`config.mk`:
```
export PLATFORM = sky130hd
export DESIGN_NAME = cm_window_sequencer
export DESIGN_NICKNAME = d
export VERILOG_FILES = /design/src/rtl/cm_window_sequencer.sv
export SDC_FILE = /design/constraint.sdc
export NUM_CORES = 1
export LEC_CHECK = 0
export CAP_MARGIN = 20
export CORE_ASPECT_RATIO = 0.6
export CORE_MARGIN = 8
export CORE_UTILIZATION = 30
export DETAILED_ROUTE_END_ITERATION = 8
export HOLD_SLACK_MARGIN = 0.1
export MAX_ROUTING_LAYER = met4
export PLACE_DENSITY = 0.55
export SYNTH_ARGS = -nofsm -noshare
export SYNTH_HDL_FRONTEND = slang
export SYNTH_SLANG_ARGS = --single-unit
```
`constraint.sdc`:
```
create_clock -name clk -period 4 [get_ports clk]
set_input_delay 0.8 -clock clk [delete_from_list [all_inputs] [get_ports clk]]
set_output_delay 0.8 -clock clk [all_outputs]
set_load 0.05 [all_outputs]
```
`src/rtl/cm_window_sequencer.sv`:
```
// Window sequencer for the serial convolution MAC: buffers N_TAPS pixels, streams
// pixel/weight pairs to the MAC, then captures the MAC sum on a valid/ready port.
module cm_window_sequencer #(
    parameter int N_TAPS = 9,
    parameter int PE_LAT = 1
) (
    input  logic       clk,
    input  logic       rst,
    input  logic       w_wr_en,
    input  logic [3:0] w_addr,
    input  logic [7:0] w_data,
    output logic       w_busy,
    input  logic       px_valid,
    input  logic [7:0] px_data,
    output logic       px_ready,
    output logic [7:0] a_out,
    output logic [7:0] b_out,
    output logic       mux_reset,
    input  logic [7:0] conv_in,
    output logic       res_valid,
    output logic [7:0] res_data,
    input  logic       res_ready
);
    localparam int CW = (N_TAPS > 1) ? $clog2(N_TAPS) : 1;
    localparam logic [CW-1:0] LAST_TAP   = CW'(N_TAPS - 1);
    localparam logic [1:0]    DRAIN_LAST = 2'(PE_LAT - 1);

    typedef enum logic [2:0] {
        S_IDLE   = 3'd0,
        S_FILL   = 3'd1,
        S_STREAM = 3'd2,
        S_DRAIN  = 3'd3,
        S_DONE   = 3'd4
    } state_t;

    state_t        r_state;
    logic [CW-1:0] r_cnt;
    logic [CW-1:0] r_tap;
    logic [1:0]    r_drain;
    logic [7:0]    r_pix [N_TAPS];
    logic [7:0]    r_w   [N_TAPS];
    logic [7:0]    r_a;
    logic [7:0]    r_b;
    logic          r_mux;
    logic          r_px_ready;
    logic          r_res_valid;
    logic [7:0]    r_res_data;
    logic          r_w_busy;

    logic          w_wr_ok;
    logic [CW-1:0] w_wr_idx;
    logic [CW-1:0] w_tap_nxt;
    logic [7:0]    w_first_w;

    assign w_wr_ok   = w_wr_en && !r_w_busy && ({1'b0, w_addr} < 5'(N_TAPS));
    assign w_wr_idx  = w_addr[CW-1:0];
    assign w_tap_nxt = r_tap + CW'(1);
    // A write to tap 0 landing on the FILL->STREAM edge must reach the first tap.
    assign w_first_w = (w_wr_ok && (w_wr_idx == {CW{1'b0}})) ? w_data : r_w[0];

    // Weight register file; writes are blocked while a window is in flight.
    always_ff @(posedge clk) begin
        if (!rst) begin
            for (int i = 0; i < N_TAPS; i++) begin
                r_w[i] <= 8'd0;
            end
        end else if (w_wr_ok) begin
            r_w[w_wr_idx] <= w_data;
        end
    end

    // Window FSM; every output is registered alongside the state it belongs to.
    always_ff @(posedge clk) begin
        if (!rst) begin
            r_state     <= S_IDLE;
            r_cnt       <= {CW{1'b0}};
            r_tap       <= {CW{1'b0}};
            r_drain     <= 2'd0;
            r_a         <= 8'd0;
            r_b         <= 8'd0;
            r_mux       <= 1'b1;
            r_px_ready  <= 1'b0;
            r_res_valid <= 1'b0;
            r_res_data  <= 8'd0;
            r_w_busy    <= 1'b0;
        end else begin
            case (r_state)
                S_IDLE: begin
                    r_state    <= S_FILL;
                    r_cnt      <= {CW{1'b0}};
                    r_px_ready <= 1'b1;
                end
                S_FILL: begin
                    if (px_valid) begin
                        r_pix[r_cnt] <= px_data;
                        if (r_cnt == LAST_TAP) begin
                            r_state    <= S_STREAM;
                            r_cnt      <= {CW{1'b0}};
                            r_tap      <= {CW{1'b0}};
                            r_a        <= r_pix[0];
                            r_b        <= w_first_w;
                            r_mux      <= 1'b1;
                            r_px_ready <= 1'b0;
                            r_w_busy   <= 1'b1;
                        end else begin
                            r_cnt <= r_cnt + CW'(1);
                        end
                    end
                end
                S_STREAM: begin
                    if (r_tap == LAST_TAP) begin
                        r_state <= S_DRAIN;
                        r_drain <= 2'd0;
                        r_a     <= 8'd0;
                        r_b     <= 8'd0;
                        r_mux   <= 1'b0;
                    end else begin
                        r_tap <= w_tap_nxt;
                        r_a   <= r_pix[w_tap_nxt];
                        r_b   <= r_w[w_tap_nxt];
                        r_mux <= 1'b0;
                    end
                end
                S_DRAIN: begin
                    if (r_drain == DRAIN_LAST) begin
                        r_state     <= S_DONE;
                        r_res_data  <= conv_in;
                        r_res_valid <= 1'b1;
                        r_mux       <= 1'b1;
                        r_w_busy    <= 1'b0;
                    end else begin
                        r_drain <= r_drain + 2'd1;
                    end
                end
                S_DONE: begin
                    if (res_ready) begin
                        r_state     <= S_FILL;
                        r_res_valid <= 1'b0;
                        r_px_ready  <= 1'b1;
                        r_cnt       <= {CW{1'b0}};
                    end
                end
                default: begin
                    r_state     <= S_IDLE;
                    r_a         <= 8'd0;
                    r_b         <= 8'd0;
                    r_mux       <= 1'b1;
                    r_px_ready  <= 1'b0;
                    r_res_valid <= 1'b0;
                    r_w_busy    <= 1'b0;
                end
            endcase
        end
    end

    assign w_busy    = r_w_busy;
    assign px_ready  = r_px_ready;
    assign a_out     = r_a;
    assign b_out     = r_b;
    assign mux_reset = r_mux;
    assign res_valid = r_res_valid;
    assign res_data  = r_res_data;

endmodule

```
**Word-level counts from Yosys, hierarchy flattened**

Memory sizes are Yosys's and may differ from the RTL's.
Cells that the tools add are included.

- Flip-flop bits (word level): 41
- RAM bits: 144
- Input port bits: 33
- Output and inout port bits: 28
- Word-level logic and storage cells: 110
- Memories: 2

- Add/sub/neg operators: 3
- $lt $le $gt $ge: 1
- Equal/unequal tests: 13
- Muxes and demuxes: 49
- Bitwise gates (word level): 5
- Reduce and logical (&&, ||, !) cells: 26

Memory list:

| memory | words | bits a word | read ports | clocked after memory_dff | write ports | line | RTL |
|---|---|---|---|---|---|---|---|
| r_pix | 9 | 8 | 2 | 0 | 1 | 40 | `logic [7:0] r_pix [N_TAPS];` |
| r_w | 9 | 8 | 2 | 0 | 9 | 41 | `logic [7:0] r_w [N_TAPS];` |

Operators by type and width:

| kind | number |
|---|---|
| $mux W8 | 8 |
| $pmux W8 S3 | 2 |
| $mux W4 | 7 |
| $mux W1 | 17 |
| $reduce_and A4 Y1 | 4 |
| $mux W3 | 5 |
| $pmux W3 S5 | 1 |
| $ne A2 B2 Y1 const B | 7 |
| $pmux W4 S3 | 1 |
| $reduce_and A3 Y1 | 4 |
| $reduce_or A3 Y1 | 3 |
| $add A4 B1 Y4 const B | 2 |
| $eq A4 B4 Y1 const B | 2 |
| $pmux W1 S4 | 2 |
| $pmux W4 S2 | 1 |
| $reduce_or A8 Y1 | 1 |
| $eq A3 B2 Y1 const B | 2 |
| $pmux W1 S3 | 2 |
| $not A1 Y1 | 5 |
| $reduce_and A5 Y1 | 1 |
| $logic_not A4 Y1 | 1 |
| $lt A4 B4 Y1 const B | 1 |
| $mux W2 | 2 |
| $pmux W2 S2 | 1 |
| 11 further kinds | 15 |

**Depth between registers and ports, before layout**

Gate-level depths: netlist of the first run.

- Depth after elaboration: 8
- Mapped depth: 11
- Mapped depth without buffers: 7

**Worst setup path after synthesis of the first run**

No wires, ideal clock.

- Path kind: register to register
- Start: register r_tap[0]
- End: register r_b[3] (netlist: b_out[3])
- Arrival: 2.523 ns
- Path slack: 1.352 ns
- Cell stages (with the launch flop): 11
- Buffers on the path: 5
- Clock period less this slack: 2.648 ns
- Cells stage by stage: dfxtp_1 -> buf_2 -> buf_4 -> buf_4 -> inv_1 -> ha_1 -> buf_2 -> clkbuf_1 -> mux4_2 -> a211oi_1 -> o31ai_1

- Cells in the longest elaborated chain, start to end: 4
- Elaborated cells between the ends (all ways): 5

Ends and longest elaborated chain:

| item | line | RTL |
|---|---|---|
| start: declaration | 38 | `logic [CW-1:0] r_tap;` |
| start signal: assignment | 77 | `r_tap <= {CW{1'b0}};` |
| start signal: assignment | 99 | `r_tap <= {CW{1'b0}};` |
| start signal: assignment | 118 | `r_tap <= w_tap_nxt;` |
| $add A4 B1 Y4 | 57 | `assign w_tap_nxt = r_tap + CW'(1);` |
| $mem_v2 Z9 W8 | - |  |
| $mux W8 (*) | 111 | `if (r_tap == LAST_TAP) begin` |
| $pmux W8 S3 (*) | 87 | `case (r_state)` |
| end signal: assignment | 101 | `r_b <= w_first_w;` |
| end signal: assignment | 120 | `r_b <= r_w[w_tap_nxt];` |
| end: declaration | 43 | `logic [7:0] r_b;` |

Every way passes the cells marked *; elsewhere a longest branch is shown, timed or not.
A chain may end at the register's enable or synchronous reset.

==> results of run 1 <==
worst register-to-register path: stages (launching register included):
cell	delay, ns
dfxtp_4	0.51
inv_1	0.10
ha_2	0.60
buf_12	0.31
mux4_2	0.37
nor2b_1	0.15
a211oi_1	0.45
o31ai_1	0.11
path summary, 6_finish.rpt:
kind | start | end
setup / recovery | w_wr_en | r_w[8][2]$_SDFFCE_PN0P_
hold / removal | res_data[6]$_SDFFE_PN0P_ | res_data[6]$_SDFFE_PN0P_
setup reg to reg | r_tap[0]$_SDFFE_PN0P_ | b_out[5]$_SDFFE_PN0P_
hold reg to reg | res_data[6]$_SDFFE_PN0P_ | res_data[6]$_SDFFE_PN0P_
stage by stage:
| step | hold WS (ns) | instance area (µm²) | util [%] | std cells | setup slack (ns) |
|---|---|---|---|---|---|
| after floorplan | 0.457 | 10800 | - | 792 | 1.35 |
| after global placement | 0.440 | 12000 | 34.3 | 1298 | 0.819 |
| after detailed placement | 0.444 | 12000 | 34.3 | 1298 | 0.781 |
| after CTS | 0.453 | 12800 | 36.7 | 1343 | 1.25 |
| after global routing | 0.479 | 12800 | 36.7 | 1343 | 1.06 |
| final | 0.450 | 12800 | 36.7 | 1343 | 1.27 |
cell families (layout without fill, tap and decap cells):
family	Yosys count	in the layout	synth area share, %
adders and majority gates	7	7	0.823
DFF	241	241	64.2
other	1	56	0.0353
and+or+nand+nor	223	223	11.6
xor gates and xnor gates	5	5	0.482
buffers and inverters	53	137	2.28
AOI/OAI and AO/OA	141	141	8.79
muxes	66	66	11.9
power groups by stage:
| stage | combinational [W] | sequential (W) | clock [W] |
|---|---|---|---|
| after floorplan | 0.000109 | 0.00288 | 0 |
| after global placement | 0.000214 | 0.00290 | 0 |
| after detailed placement | 0.000215 | 0.00290 | 0 |
| after CTS | 0.000216 | 0.00285 | 0.00246 |
| after global routing | 0.000238 | 0.00286 | 0.00256 |
| final | 0.000218 | 0.00285 | 0.00240 |
cells in the mapped netlist, types with 3 or more instances:
master / instances
o21ai_1: 9
buf_6: 3
nor3_1: 3
and3_1: 3
a2bb2oi_1: 9
mux4_2: 48
a22oi_1: 16
a22o_1: 4
o31ai_1: 9
a211oi_1: 8
inv_1: 10
dfxtp_1: 41
and2_1: 72
nand2b_1: 9
clkbuf_1: 24
nand2_1: 42
a21oi_1: 24
o21ai_0: 23
a21boi_1: 12
ha_1: 7
nor2b_1: 17
o211ai_1: 6
edfxtp_1: 200
o22ai_1: 10
nor2_1: 41
buf_2: 11
nand3_1: 18
mux2i_1: 18
layout make-up:
class | count | share of cell area, %
Clock buffer | 34 | 5.45
Clock inverter | 11 | 1.07
Sequential cell | 241 | 53.2
Inverter | 12 | 0.351
Timing Repair Buffer | 80 | 5.91
Tap cell | 467 | 4.55
Multi-Input combinational cell | 498 | 29.5
state kept, by name (all words and copies together), names as in the netlist:
signal / flops
r_cnt: 4
px_ready: 1
r_drain: 2
w_busy: 1
a_out: 8
b_out: 8
r_state: 3
r_w: 128
r_pix: 72
r_tap: 4
mux_reset: 1
res_data: 8
res_valid: 1
per-layer routing:
metal	up-vias	share of wire (%)	wire length [µm]
met3	26	8.2	2170
met5	-	0	0
met2	200	39	10300
li1	3019	-	-
met4	0	1.2	319
met1	3212	51	13600
==> results.json, run 1 <==
{
  "status": "finished, final reports clean",
  "slew_headroom_pct": 28.2,
  "dp_hpwl_um": 17900,
  "ys_top_cells_by_area": "edfxtp_1 (56%), mux4_2 (10%), dfxtp_1 (7.7%), and2_1 (4.2%), mux2i_1 (1.7%)",
  "tns_ns": 0,
  "cts_tree": "done",
  "drt-total-wl_um": 26400,
  "worst-path-stages": 6,
  "crit_fanout": 9,
  "htree_num_levels": 1,
  "total_leakage_power_nw": 4.39,
  "synth_seq_cells": 241,
  "cp-start-kind": "input port",
  "drt_iter0_drc": 521,
  "numCtsBuffers": 25,
  "clock_sinks": 241,
  "via_per_inst": 4.81,
  "multi_input_area_um2": 3780,
  "diodes": 0,
  "worstMarginPinSlew_ns": 1.07,
  "finalCritPeriodShare_pct": 68.2,
  "met2_usage_pct": 16.2,
  "layout_common_cells": "edfxtp_1 (200), and2_1 (72), clkdlybuf4s50_1 (59)",
  "hold_depth": 2,
  "rr_worst_depth": 7,
  "ir_drop_uv": 247,
  "syn_inst": 737,
  "power.internal_w": 0.00432,
  "final_common_cell": "edfxtp_1",
  "netlist_area_um2": 10600,
  "cts-root-buf": "clkbuf_16",
  "rows": 53,
  "cp_num_buf_inv": 2,
  "synth_ff_type": "edfxtp_1",
  "p_seq_share_pct": 52.1,
  "path_class": "input port to flip-flop",
  "ff2ff_setup_slack_ns": 1.28,
  "rsz0062_at_grt": "no",
  "floorplan.initialDensity_pct": 30.4,
  "p_clk_share_pct": 43.9,
  "post_cts_buffers": 0,
  "hold_path.class": "flip-flop to flip-flop",
  "p_comb_share_pct": 4.0,
  "synth_top_area_cell": "edfxtp_1",
  "setup_viol": 0,
  "grt_pass1_wl_um": 40000,
  "die_area_um2": 41900,
  "max_stage_delay_ns": 0.46,
  "slew_viol_final": 0,
  "gr-total-overflow": 0,
  "grt_start_max_net_pins": 43,
  "ios": 61,
  "met3_usage_pct": 3.80,
  "drtPass1Iterations": 5,
  "synth-edff-count": 200,
  "synthToLayoutAreaGrowth_pct": 20.7,
  "p_switching_w": 0.00114,
  "avgSynthCellArea_um2": 14.4,
  "grt_pass1_vias": 6303,
  "cp_slowest_cell": "clkdlybuf4s50_1",
  "clockBufferDepth": 3,
  "synth_cell_types": 60,
  "swShare_pct": 20.9,
  "top_usage_layer": "met1",
  "fmax_mhz": 367,
  "wl_per_cell_um": 19.6,
  "crit_arrival_ns": 2.90,
  "die_w_um": 259,
  "power.total_w": 0.00546,
  "antenna_found_initial": 0,
  "grt_usage_pct": 12.8,
  "num_vias": 6457,
  "yosys_warnings": 0,
  "final-seq-area_um2": 6830,
  "core_um2": 34900,
  "nets": 898,
  "ctsHoldBuffers": 0,
  "cp-end-kind": "flip-flop",
  "gp_congestion": 0.798,
  "ys_seq_area_share_pct": 64.2,
  "io_buffers": 60,
  "clk_pin_slew_ns": 0.06,
  "async_flop_share_pct": 0,
  "fill_cells": 3338,
  "worstPathCellList": "clkdlybuf4s50_1 -> nor2b_1 -> nand3_1 -> nor4b_2 -> buf_4 -> nand2b_1",
  "cts.repair.resized": 0,
  "hold_viol": 0,
  "use_met1_pct": 19.8,
  "min_period_ns": 2.73,
  "drc": 0,
  "drv_cap": 0,
  "drive_above_1_share_pct": 13.8,
  "critPathTopFamily": "simple AND/OR/NAND/NOR gates",
  "worstPathRequired_ns": 4.18,
  "yosysTopAreaCellShare_pct": 56.5,
  "fin_skew_ns": 0.0251,
  "chipHeight_um": 162,
  "detail-route-antenna-nets": 0,
  "clk_latency_ns": 0.53,
  "powerDensity_nw_per_um2": 426
}
No activity file was read; power rests on OpenSTA's default activity.
==> run 2: changes to the inputs <==
clock period = 2.7 ns   (was 4 ns; I/O delays follow)
==> results.json, run 2 (same netlist as run 1, synthesis figures left out) <==
{
  "worst-path-stages": 1,
  "numCtsBuffers": 24,
  "grt_pass1_wl_um": 39300,
  "slew_viol_final": 0,
  "chipHeight_um": 162,
  "layout_common_cells": "edfxtp_1 (200), and2_1 (72), clkdlybuf4s50_1 (59)",
  "cp_num_buf_inv": 1,
  "critPathTopFamily": "buffers and inverters",
  "min_period_ns": 2.37,
  "clk_latency_ns": 0.54,
  "top_register": "r_w",
  "ff2ff_setup_slack_ns": 0.38,
  "detailedPlace.worstSlack_ns": 0.277,
  "io_buffers": 60,
  "drv_cap": 0,
  "met3_usage_pct": 2.97,
  "worstMarginPinSlew_ns": 0.823,
  "critPathLaunch": "a_out[3]$_SDFFE_PN0P_",
  "drc": 0,
  "cp_slowest_cell": "clkdlybuf4s50_1",
  "die_w_um": 259,
  "cts.repair.resized": 0,
  "largestRegisters": "r_w (128), r_pix (72)",
  "setup_viol": 0,
  "nets": 935,
  "use_met1_pct": 19.4,
  "gr-total-overflow": 0,
  "worstPathCellList": "clkdlybuf4s50_1",
  "crit_arrival_ns": 1.83,
  "clock_sinks": 241,
  "status": "finished, final reports clean",
  "finalCritPeriodShare_pct": 87.8,
  "worstReg2RegEnd": "b_out[1]$_SDFFE_PN0P_",
  "drtPass1Iterations": 5,
  "floorplan.initialDensity_pct": 30.4,
  "cp-start-kind": "flip-flop",
  "top_usage_layer": "met1",
  "htree_num_levels": 1,
  "fin_skew_ns": 0.0112,
  "met2_usage_pct": 16.0,
  "die_area_um2": 41900,
  "cp-end-kind": "primary output",
  "multi_input_area_um2": 3780,
  "rr_worst_depth": 7,
  "ios": 61,
  "final-seq-area_um2": 6830,
  "dp_hpwl_um": 17900,
  "worstReg2RegStart": "r_tap[1]$_SDFFE_PN0P_",
  "max_stage_delay_ns": 0.85,
  "path_class": "flip-flop to primary output",
  "drt-total-wl_um": 25900,
  "drt_iter0_drc": 570,
  "ctsHoldBuffers": 0,
  "detail-route-antenna-nets": 0,
  "core_um2": 34900,
  "via_per_inst": 4.79,
  "rows": 53,
  "diodes": 0,
  "fill_cells": 3296,
  "cts-root-buf": "clkbuf_16",
  "total_leakage_power_nw": 4.56,
  "drive_above_1_share_pct": 16.9,
  "worstPathRequired_ns": 2.16,
  "ir_drop_uv": 279,
  "wl_per_cell_um": 18.8,
  "gp_congestion": 0.798,
  "num_vias": 6608,
  "hold_depth": 2,
  "clockBufferDepth": 3,
  "hold_path.class": "flip-flop to flip-flop",
  "clk_pin_slew_ns": 0.07,
  "grt_usage_pct": 12.5,
  "antenna_found_initial": 1,
  "synthToLayoutAreaGrowth_pct": 23.3,
  "grt_pass1_vias": 6324,
  "rsz0062_at_grt": "no",
  "tns_ns": 0,
  "grt_start_max_net_pins": 42,
  "post_cts_buffers": 0,
  "final_common_cell": "edfxtp_1",
  "hold_viol": 0,
  "crit_path_end": "a_out[3]",
  "largest_reg_flops": 128,
  "crit_fanout": 6,
  "cts_tree": "done",
  "fmax_mhz": 422,
  "setup_ws_ns": 0.329,
  "slew_headroom_pct": 44.9,
  "powerDensity_nw_per_um2": 600,
  "power.total_w": 0.00787
}
-- run 2: layout make-up --
type | count | share of cell area, %
Tap cell | 467 | 4.46
Timing Repair Buffer | 118 | 8.34
Inverter | 12 | 0.344
Sequential cell | 241 | 52.1
Multi-Input combinational cell | 498 | 28.9
Clock inverter | 10 | 0.639
Clock buffer | 34 | 5.26
-- run 2: where the power goes --
group          total, W  switching (W)  internal, W
clock           0.00331        0.00143      0.00188
combinational  0.000342       0.000192     0.000150
sequential      0.00422      0.0000483      0.00417
total           0.00787        0.00167      0.00619
-- run 2: how the worst min path moves through the flow --
stage	start	end	slack [ns]
after floorplan	r_tap[3]$_SDFFE_PN0P_	r_tap[3]$_SDFFE_PN0P_	0.46
after global placement	res_data[4]$_SDFFE_PN0P_	res_data[4]$_SDFFE_PN0P_	0.44
after detailed placement	res_data[2]$_SDFFE_PN0P_	res_data[2]$_SDFFE_PN0P_	0.45
after CTS	res_data[2]$_SDFFE_PN0P_	res_data[2]$_SDFFE_PN0P_	0.46
after global routing	res_data[4]$_SDFFE_PN0P_	res_data[4]$_SDFFE_PN0P_	0.47
final	res_data[2]$_SDFFE_PN0P_	res_data[2]$_SDFFE_PN0P_	0.46
-- run 2: through the flow --
stage / area, µm² / instances / utilization (%) / hold WS (ns)
global route: 13100 / 1380 / 37.5 / 0.473
detailed placement: 12300 / 1336 / 35.3 / 0.448
global placement: 12300 / 1336 / 35.3 / 0.444
floorplan: 10800 / 792 / - / 0.457
CTS: 13100 / 1380 / 37.5 / 0.457
finish: 13100 / 1380 / 37.5 / 0.455
-- run 2: per-layer routing --
layer | up-vias | share of wire, % | wire length, µm
met5 | - | 0 | 0
met4 | 0 | 2.0 | 508
met3 | 35 | 8.0 | 2090
met2 | 198 | 39 | 10100
met1 | 3299 | 51 | 13300
li1 | 3076 | - | -
==> run 3: changes to the inputs <==
MAX_ROUTING_LAYER = not set   (was met4)
==> results.json, run 3 (same netlist as run 1, synthesis figures left out) <==
{
  "hold_viol": 0,
  "num_vias": 6606,
  "chipHeight_um": 162,
  "tns_ns": 0,
  "worstPathCellList": "clkdlybuf4s50_1",
  "largestRegisters": "r_w (128), r_pix (72)",
  "wl_per_cell_um": 18.8,
  "min_period_ns": 2.37,
  "fin_worst_hold_slack_ns": 0.455,
  "ios": 61,
  "rsz0062_at_grt": "no",
  "worstMarginPinSlew_ns": 0.757,
  "grt_usage_pct": 12.1,
  "ctsHoldBuffers": 0,
  "powerDensity_nw_per_um2": 600,
  "final_common_cell": "edfxtp_1",
  "cp_slowest_cell": "clkdlybuf4s50_1",
  "synthToLayoutAreaGrowth_pct": 23.3,
  "drt-total-wl_um": 25900,
  "largest_reg_flops": 128,
  "grt_pass1_vias": 6340,
  "cts-root-buf": "clkbuf_16",
  "slew_headroom_pct": 49.3,
  "max_stage_delay_ns": 0.85,
  "clk_pin_slew_ns": 0.07,
  "fmax_mhz": 422,
  "detail-route-antenna-nets": 0,
  "worstPathRequired_ns": 2.16,
  "path_class": "flip-flop to primary output",
  "ir_drop_uv": 279,
  "cts.repair.resized": 0,
  "io_buffers": 60,
  "gp_congestion": 0.787,
  "die_w_um": 259,
  "crit_fanout": 6,
  "slew_viol_final": 0,
  "layout_common_cells": "edfxtp_1 (200), and2_1 (72), clkdlybuf4s50_1 (59)",
  "htree_num_levels": 1,
  "power.total_w": 0.00786,
  "die_area_um2": 41900,
  "grt_start_max_net_pins": 42,
  "clockBufferDepth": 3,
  "drtPass1Iterations": 5,
  "clk_latency_ns": 0.54,
  "status": "finished, final reports clean",
  "hold_path.class": "flip-flop to flip-flop",
  "fin_skew_ns": 0.0102,
  "cp-start-kind": "flip-flop",
  "top_register": "r_w",
  "cts_tree": "done",
  "clock_sinks": 241,
  "via_per_inst": 4.79,
  "diodes": 0,
  "drive_above_1_share_pct": 16.9,
  "critPathTopFamily": "buffers and inverters",
  "gr-total-overflow": 0,
  "cp-end-kind": "primary output",
  "setup_viol": 0,
  "total_leakage_power_nw": 4.56,
  "detailedPlace.worstSlack_ns": 0.277,
  "crit_arrival_ns": 1.83,
  "grt_pass1_wl_um": 39300,
  "drc": 0,
  "setup_ws_ns": 0.330,
  "antenna_found_initial": 1,
  "rows": 53,
  "core_um2": 34900,
  "numCtsBuffers": 24,
  "drt_iter0_drc": 473,
  "nets": 935,
  "finalCritPeriodShare_pct": 87.8,
  "dp_hpwl_um": 17900,
  "floorplan.initialDensity_pct": 30.4,
  "cp_num_buf_inv": 1,
  "post_cts_buffers": 0,
  "drv_cap": 0
}
-- run 3: worst paths after layout --
path                                          startpoint                  endpoint  slack (ns)  depth (start not counted)
worst min register to register  res_data[2]$_SDFFE_PN0P_  res_data[2]$_SDFFE_PN0P_        0.46                          2
worst min-delay path            res_data[2]$_SDFFE_PN0P_  res_data[2]$_SDFFE_PN0P_        0.46                          2
worst max register to register     r_tap[1]$_SDFFE_PN0P_     b_out[1]$_SDFFE_PN0P_        0.38                          7
worst max-delay path               a_out[6]$_SDFFE_PN0P_                  a_out[6]        0.33                          1
-- run 3: metal layers --
layer  global-route usage, %  share of wire, %  wire, µm  vias to the layer above
li1                        -                 -         -                     3078
met1                    19.3                51     13100                     3266
met2                    16.0                39     10000                      228
met3                    3.13               8.8      2280                       34
met4                    2.75               1.9       484                        0
met5                       0                 0         0                        -
-- run 3: final cells by class --
type                       instances  area (µm²)
sequential                       241        6830
tap                              467         584
timing repair buffer             118        1090
clock buffer                      34         689
inverter                          12        45.0
multi-input combinational        498        3780
clock inverter                    10        83.8
fill                            3296       21800
-- run 3: per-stage QoR --
step / util (%) / instances / area (µm²)
after floorplan: - / 792 / 10800
final: 37.5 / 1380 / 13100
after detailed placement: 35.3 / 1336 / 12300
after CTS: 37.5 / 1380 / 13100
after global placement: 35.3 / 1336 / 12300
after global routing: 37.5 / 1380 / 13100
-- run 3: power breakdown --
group	internal, W	switching [W]	total (W)
logic	0.000150	0.000191	0.000341
clock network	0.00188	0.00143	0.00331
registers	0.00417	0.0000481	0.00421
